`config.mk`:
```
export PLATFORM = sky130hd
export DESIGN_NAME = tpu_c_drain
export DESIGN_NICKNAME = d
export VERILOG_FILES = /design/src/rtl/tpu_c_drain.sv
export SDC_FILE = /design/constraint.sdc
export NUM_CORES = 1
export LEC_CHECK = 0
export ABC_AREA = 1
export CORE_UTILIZATION = 49
export CTS_BUF_LIST = sky130_fd_sc_hd__clkbuf_2
export CTS_CLUSTER_DIAMETER = 120
export DETAILED_ROUTE_END_ITERATION = 7
export PLACE_DENSITY = 0.79
export SYNTH_ARGS = -nofsm -noshare
export SYNTH_HDL_FRONTEND = slang
export SYNTH_SLANG_ARGS = --single-unit
```
`constraint.sdc`:
```
create_clock -name clk -period 6.6 [get_ports clk]
set_input_delay 1.65 -clock clk [delete_from_list [all_inputs] [get_ports clk]]
set_output_delay 1.65 -clock clk [all_outputs]
set_load 0.1 [all_outputs]
```
`src/rtl/tpu_c_drain.sv`:
```
// Drains result buffer C after a matmul: reads 4-lane int32 entries and streams
// the valid lanes as 32-bit words over valid/ready, dropping padding lanes.
module tpu_c_drain #(
   parameter int unsigned ROW_W  = 128,
   parameter int unsigned WORD_W = 32,
   parameter int unsigned IDX_W  = 16
) (
   input  logic              clk,
   input  logic              rst,
   input  logic              start_i,
   input  logic [7:0]        m_i,
   input  logic [7:0]        n_i,
   output logic              busy_o,
   output logic              done_o,
   output logic [IDX_W-1:0]  c_index_o,
   input  logic [ROW_W-1:0]  c_data_i,
   output logic              out_valid,
   input  logic              out_ready,
   output logic [WORD_W-1:0] out_data,
   output logic [7:0]        out_row,
   output logic [7:0]        out_col,
   output logic              out_last
);

   localparam int unsigned GRP_W  = 7;
   localparam int unsigned LANE_W = 2;

   typedef enum logic [2:0] {
      S_IDLE,
      S_READ,
      S_CAP,
      S_EMIT,
      S_DONE
   } state_t;

   state_t              r_state, w_state;
   logic [7:0]          r_m, w_m;
   logic [7:0]          r_n, w_n;
   logic [GRP_W-1:0]    r_g, w_g;
   logic [7:0]          r_row, w_row;
   logic [GRP_W-1:0]    r_grp, w_grp;
   logic [LANE_W-1:0]   r_lane, w_lane;
   logic [IDX_W-1:0]    r_idx, w_idx;
   logic [IDX_W-1:0]    r_c_index, w_c_index;
   logic [ROW_W-1:0]    r_shift, w_shift;
   logic [7:0]          r_col, w_col;
   logic                r_last, w_last;
   logic                r_valid, w_valid;
   logic                r_busy, w_busy;
   logic                r_done, w_done;

   logic                w_last_grp;
   logic                w_last_entry;
   logic [LANE_W-1:0]   w_lanes_m1;

   // Only the final column group can carry padding lanes.
   assign w_last_grp   = (r_grp == (r_g - GRP_W'(1)));
   assign w_last_entry = w_last_grp && (r_row == (r_m - 8'd1));
   assign w_lanes_m1   = w_last_grp ? LANE_W'(r_n - 8'd1) : LANE_W'(3);

   // State register and datapath registers.
   always_ff @(posedge clk or posedge rst) begin
      if (rst) begin
         r_state   <= S_IDLE;
         r_m       <= '0;
         r_n       <= '0;
         r_g       <= '0;
         r_row     <= '0;
         r_grp     <= '0;
         r_lane    <= '0;
         r_idx     <= '0;
         r_c_index <= '0;
         r_shift   <= '0;
         r_col     <= '0;
         r_last    <= 1'b0;
         r_valid   <= 1'b0;
         r_busy    <= 1'b0;
         r_done    <= 1'b0;
      end else begin
         r_state   <= w_state;
         r_m       <= w_m;
         r_n       <= w_n;
         r_g       <= w_g;
         r_row     <= w_row;
         r_grp     <= w_grp;
         r_lane    <= w_lane;
         r_idx     <= w_idx;
         r_c_index <= w_c_index;
         r_shift   <= w_shift;
         r_col     <= w_col;
         r_last    <= w_last;
         r_valid   <= w_valid;
         r_busy    <= w_busy;
         r_done    <= w_done;
      end
   end

   // Next-state and next-output logic.
   always_comb begin
      w_state   = r_state;
      w_m       = r_m;
      w_n       = r_n;
      w_g       = r_g;
      w_row     = r_row;
      w_grp     = r_grp;
      w_lane    = r_lane;
      w_idx     = r_idx;
      w_c_index = r_c_index;
      w_shift   = r_shift;
      w_col     = r_col;
      w_last    = r_last;

      unique case (r_state)
         S_IDLE: begin
            if (start_i) begin
               w_m       = m_i;
               w_n       = n_i;
               w_g       = GRP_W'((9'(n_i) + 9'd3) >> 2);
               w_row     = '0;
               w_grp     = '0;
               w_lane    = '0;
               w_idx     = '0;
               w_c_index = '0;
               w_state   = S_READ;
            end
         end
         S_READ: begin
            // Empty result matrices finish without emitting anything.
            if ((r_m == 8'd0) || (r_n == 8'd0)) begin
               w_state = S_DONE;
            end else begin
               w_state = S_CAP;
            end
         end
         S_CAP: begin
            w_shift = c_data_i;
            w_lane  = '0;
            w_col   = 8'({r_grp, 2'b00});
            w_last  = w_last_entry && (w_lanes_m1 == LANE_W'(0));
            w_state = S_EMIT;
         end
         S_EMIT: begin
            if (out_ready) begin
               if (r_lane != w_lanes_m1) begin
                  w_lane  = r_lane + LANE_W'(1);
                  w_shift = r_shift << WORD_W;
                  w_col   = r_col + 8'd1;
                  w_last  = w_last_entry && ((r_lane + LANE_W'(1)) == w_lanes_m1);
               end else if (w_last_entry) begin
                  w_last  = 1'b0;
                  w_state = S_DONE;
               end else begin
                  w_last = 1'b0;
                  if (r_row == (r_m - 8'd1)) begin
                     w_row = '0;
                     w_grp = r_grp + GRP_W'(1);
                  end else begin
                     w_row = r_row + 8'd1;
                  end
                  w_idx     = r_idx + IDX_W'(1);
                  w_c_index = r_idx + IDX_W'(1);
                  w_state   = S_READ;
               end
            end
         end
         S_DONE: begin
            w_state = S_IDLE;
         end
         default: begin
            w_state = S_IDLE;
         end
      endcase

      w_busy  = (w_state != S_IDLE);
      w_valid = (w_state == S_EMIT);
      w_done  = (w_state == S_DONE);
   end

   assign busy_o    = r_busy;
   assign done_o    = r_done;
   assign c_index_o = r_c_index;
   assign out_valid = r_valid;
   assign out_data  = r_shift[ROW_W-1 -: WORD_W];
   assign out_row   = r_row;
   assign out_col   = r_col;
   assign out_last  = r_last;

endmodule
```
# --- After elaboration in Yosys (flattened, before gate mapping) ---
# Cells that the tools add are included.
totals:
  output_inout_bits: 68
  input_bits: 148
  wordCells: 93
  register_bits: 199
op_classes:
  n_eq_ne: 15
  mux: 37
  reduce_logical: 18
  addsub: 9
ops:
  columns: ["operator", "count"]
  rows:
  - ["$mux 128", 2]
  - ["$pmux 128 s2", 1]
  - ["$mux 16", 4]
  - ["$mux 8", 7]
  - ["$mux 7", 5]
  - ["$pmux 16 s2", 1]
  - ["$pmux 8 s2", 2]
  - ["$add 16x1->16 const B", 1]
  - ["$add 8x1->8 const B", 2]
  - ["$logic_not 8->1", 2]
  - ["$mux 3", 5]
  - ["$pmux 7 s2", 1]
  - ["$ne 2x2->1 const B", 6]
  - ["$pmux 3 s4", 1]
  - ["$add 8x2->9 const B", 1]
  - ["$eq 3x2->1 const B", 3]
  - ["$eq 8x8->1", 1]
  - ["$mux 2", 4]
  - ["$sub 8x1->8 const B", 1]
  - ["$add 7x1->7 const B", 1]
  - ["$eq 7x7->1", 1]
  - ["$sub 7x1->7 const B", 1]
  - ["$pmux 2 s3", 1]
  - ["$reduce_and 6->1", 1]
  - ["other kinds (18)", 24]

# --- Logic depth before layout (Yosys ltp) ---
depth:
  word_depth: 8
  mapped_depth: 19
  mapped_depth_nobuf: 17

# --- Least setup slack after synthesis ---
# Ideal clock, no wire load.
synth_path:
  path_kind: "input -> register"
  from: "input n_i[2]"
  to: "register r_g[4]"
  required_time_ns: 6.468
  path_slack_ns: 3.922
  arrival_time_ns: 2.547
  stages: 13
  setup_time_ns: 0.132
  n_path_buf: 0
  cell_sequence: "inv_1 nor2_1 inv_1 nor2_1 inv_1 nor2_1 inv_1 nor2_1 inv_1 nor2_1 inv_1 nand3_1 o21ai_0"
synth_via:
  elab_chain_cells: 1
synth_lines:
  columns: ["element", "line", "text"]
  rows:
  - ["from (decl)", "12", "input logic [7:0] n_i,"]
  - ["$add 8x2->9", "118", "w_g = GRP_W'((9'(n_i) + 9'd3) >> 2);"]
  - ["to (signal assigned)", "83", "r_g <= w_g;"]
  - ["to (decl)", "39", "logic [GRP_W-1:0] r_g, w_g;"]
# No other way between the ends.
# A chain may end at the register's enable or synchronous reset.

# --- Final worst setup path ---
layout_path:
  from: "register r_row[5] (netlist: out_row[5])"
  to: "output out_row[5]"
layout_lines:
  columns: ["element", "line", "text"]
  rows:
  - ["from (decl)", "40", "logic [7:0] r_row, w_row;"]
  - ["from (signal assigned)", "84", "r_row <= w_row;"]
  - ["to (decl)", "20", "output logic [7:0] out_row,"]
# No word-level cell between the ends.

==> reports/metrics.cfg <==
[logic_synthesis]
ys_ff_latch = 199
async_flop_share_pct = 100
synth_top_area_share_pct = 45.8
yosys-top-cells-count = nand2_1, dfrtp_1, inv_1
netlist_instances = 1414
yosysWarnings = 0
syn-cell-area_sq_mm = 0.0109
ys.flop_type = dfrtp_1
yosysMostFrequentCell = nand2_1
avgSynthCellArea_sq_um = 7.68
synth-edff-count = 0
syn_nets = 1570
synth.area.top_cells = dfrtp_1, nand2_1, o21ai_2
yosysSeqAreaShare_pct = 45.8
yosysUniqueCellTypes = 36
synth_top_area_cell = dfrtp_1

[setup_path]
critPathLaunchType = register
cpPeakStageDelay_ns = 1.18
worstReg2RegStart = r_g[0]$_DFFE_PP0P_
crit_type = register to output port
path_buf_inv = 1
crit_end = out_row[5]
cp_max_fo = 6
reg2reg_slack_ns = 2.89
path_cells = clkdlybuf4s50_1
slowest_stage = clkdlybuf4s50_1
critPathTopFamily = buffers and inverters
r2r-end = r_shift[61]$_DFFE_PP0P_
required_ns = 4.95
rr_worst_depth = 17
startpoint = out_row[5]$_DFFE_PP0P_
endpoint_kind = output port
crit_cells = 1
arrival_ns = 2.55

[floorplan]
die_x_um = 151
core_area_sq_mm = 0.0218
die_h_um = 151
die_area_sq_mm = 0.0228
start_util_pct = 49.9
fp-row-count = 54
ios = 216

[layout]
final_area_sq_mm = 0.0131
num-nets-final = 1715
layout-drive-gt1-share_pct = 8.65
stdcell_count = 1853
nFillCells = 1947
syn2layout_area_growth_pct = 20.3

[route]
drtIter0Drc = 626
drc = 0
wl_um = 26500
num_vias = 9283
first_pass_iters = 6
via_per_inst = 5.01
ant_nets = 0
wl_per_cell_um = 14.3

[power]
switching_share_pct = 53.8
clkPwrFrac_pct = 10.2
powerDensity_mw_per_mm2 = 459
p_seq_share_pct = 31.8
p_int_mw = 2.77
p_sw_mw = 3.23
combPwrFrac_pct = 58.0
p_leak_nw = 6.16
total_power_mw = 6.00
peakVddDrop_mv = 0.231

[place]
port_buffers = 215
hpwlAfterDp_um = 19000
gp_congestion = 0.940
placed_cell_area_sq_mm = 0.0128
dp.cells = 1820

[grt]
grt_use_total_pct = 23.9
grt_pass1_wl_um = 42400
grt-ovfl-total = 0
grt_pass1_vias = 8479
antenna_found_initial = 1
grt_max_degree = 133

[sta]
max_slew_margin_pct = 30.1
setup_tns_ns = 0
fin_hold_ws_ns = 0.514
clock_skew_ns = 0.0339
fmax_mhz = 238
report.final.slew_viol_count = 0
grt_setup_unrepaired = false
fin_crit_ns = 4.20
max_slew.worst_pin.slew_ns = 1.05
setup_viol = 0
post-route-period-util_pct = 63.6
finalHoldViolCount = 0

[run_status]
status = completed

[min_path]
holdCritPathClass = register to register

[clocking]
ctsResizeCount = 0
h-tree-depth = 4
clk_pin_slew_ns = 0.31
clock_latency_ns = 0.81
clock-sinks = 199
cts_setup_buffers = 0
cts_max_path_buffers = 2
clockRootBuffer = clkbuf_2
cts_tree = built
cts_inserted_buffers = 17
ctsHoldBuffers = 0

[run]
cap_violations = 0

-- worst min-delay path, cell delays in order, from the launching register on --
cell and delay, ns:
dfrtp_1 0.41, nand2_1 0.05, nand2_1 0.05
-- stage by stage --
stage / setup WS [ns] / utilization, %
after global routing: 2.26 / 60.1
after CTS: 2.35 / 60.1
after floorplan: 2.38 / -
after global placement: 2.40 / 58.9
after detailed placement: 2.35 / 58.9
final: 2.40 / 60.1
-- sequential cells by signal, indices dropped and copies added (netlist names) --
signal / cells
out_row: 8
c_index_o: 16
r_m: 8
r_grp: 7
out_valid: 1
r_shift: 128
r_state: 3
out_last: 1
done_o: 1
r_n: 8
r_g: 7
busy_o: 1
r_lane: 2
out_col: 8
-- kinds of logic (layout without fill, tap and decap cells) --
kind of cell,after synthesis,in the layout,share of synthesized area [%]
AO/OA/AOI/OAI,234,234,13.4
XOR/XNOR,38,38,3.06
adder cells (fa/ha/maj),8,8,0.921
buffers and inverters,262,420,11.5
flip-flops,199,199,45.8
other,0,1,0
AND/OR/NAND/NOR,673,673,25.2
-- power groups by stage --
stage / registers (mW) / clock network, mW / logic (mW)
2_1_floorplan: 2.11 / 0 / 2.70
3_3_place_gp: 1.92 / 0 / 3.40
3_5_place_dp: 1.93 / 0 / 3.46
4_1_cts: 1.90 / 0.628 / 3.47
5_1_grt: 1.95 / 0.676 / 3.80
6_report: 1.91 / 0.614 / 3.47
-- worst min-delay path by stage --
stage	endpoint	depth (start not counted)	from
floorplan	r_shift[100]$_DFFE_PP0P_	2	r_shift[100]$_DFFE_PP0P_
global placement	r_shift[127]$_DFFE_PP0P_	2	r_shift[127]$_DFFE_PP0P_
detailed placement	r_shift[103]$_DFFE_PP0P_	2	r_shift[103]$_DFFE_PP0P_
CTS	r_shift[117]$_DFFE_PP0P_	2	r_shift[117]$_DFFE_PP0P_
global route	r_shift[117]$_DFFE_PP0P_	2	r_shift[117]$_DFFE_PP0P_
finish	r_shift[117]$_DFFE_PP0P_	2	r_shift[117]$_DFFE_PP0P_
-- layout make-up --
cell class / instances / area (sq um) / area share (%)
antenna: 1 / 2.50 / 0.0191
clock buffer: 17 / 85.1 / 0.651
clock inverter: 15 / 161 / 1.24
inverter: 166 / 639 / 4.89
multi-input combinational: 953 / 4630 / 35.4
sequential: 199 / 4980 / 38.1
tap: 280 / 350 / 2.68
timing repair buffer: 222 / 2220 / 17.0
-- placed cells by master, fill, tap and decap left out, drive strengths merged, types with 2 or more instances in the layout --
| cell | count |
|---|---|
| xnor2 | 17 |
| dfrtp | 199 |
| clkinvlp | 3 |
| nand3 | 67 |
| nor3b | 3 |
| inv | 171 |
| a21oi | 2 |
| nand4 | 10 |
| or2 | 2 |
| nor4 | 2 |
| nor2 | 81 |
| clkdlybuf4s50 | 215 |
| clkbuf | 17 |
| xor2 | 21 |
| nand2 | 490 |
| a31oi | 2 |
| nor3 | 17 |
| o21ai | 227 |
| ha | 8 |
| clkinv | 6 |
| buf | 7 |
-- routing by layer --
layer	up-vias	global-route usage, %	share of wire, %	wire (um)
met1	4271	35.5	47	12300
met4	0	8.40	2.2	590
li1	4683	-	-	-
met3	42	2.92	5.6	1500
met5	-	0	0	0
met2	287	35.8	46	12100
Note: power is estimated with default switching activity, not from simulation.
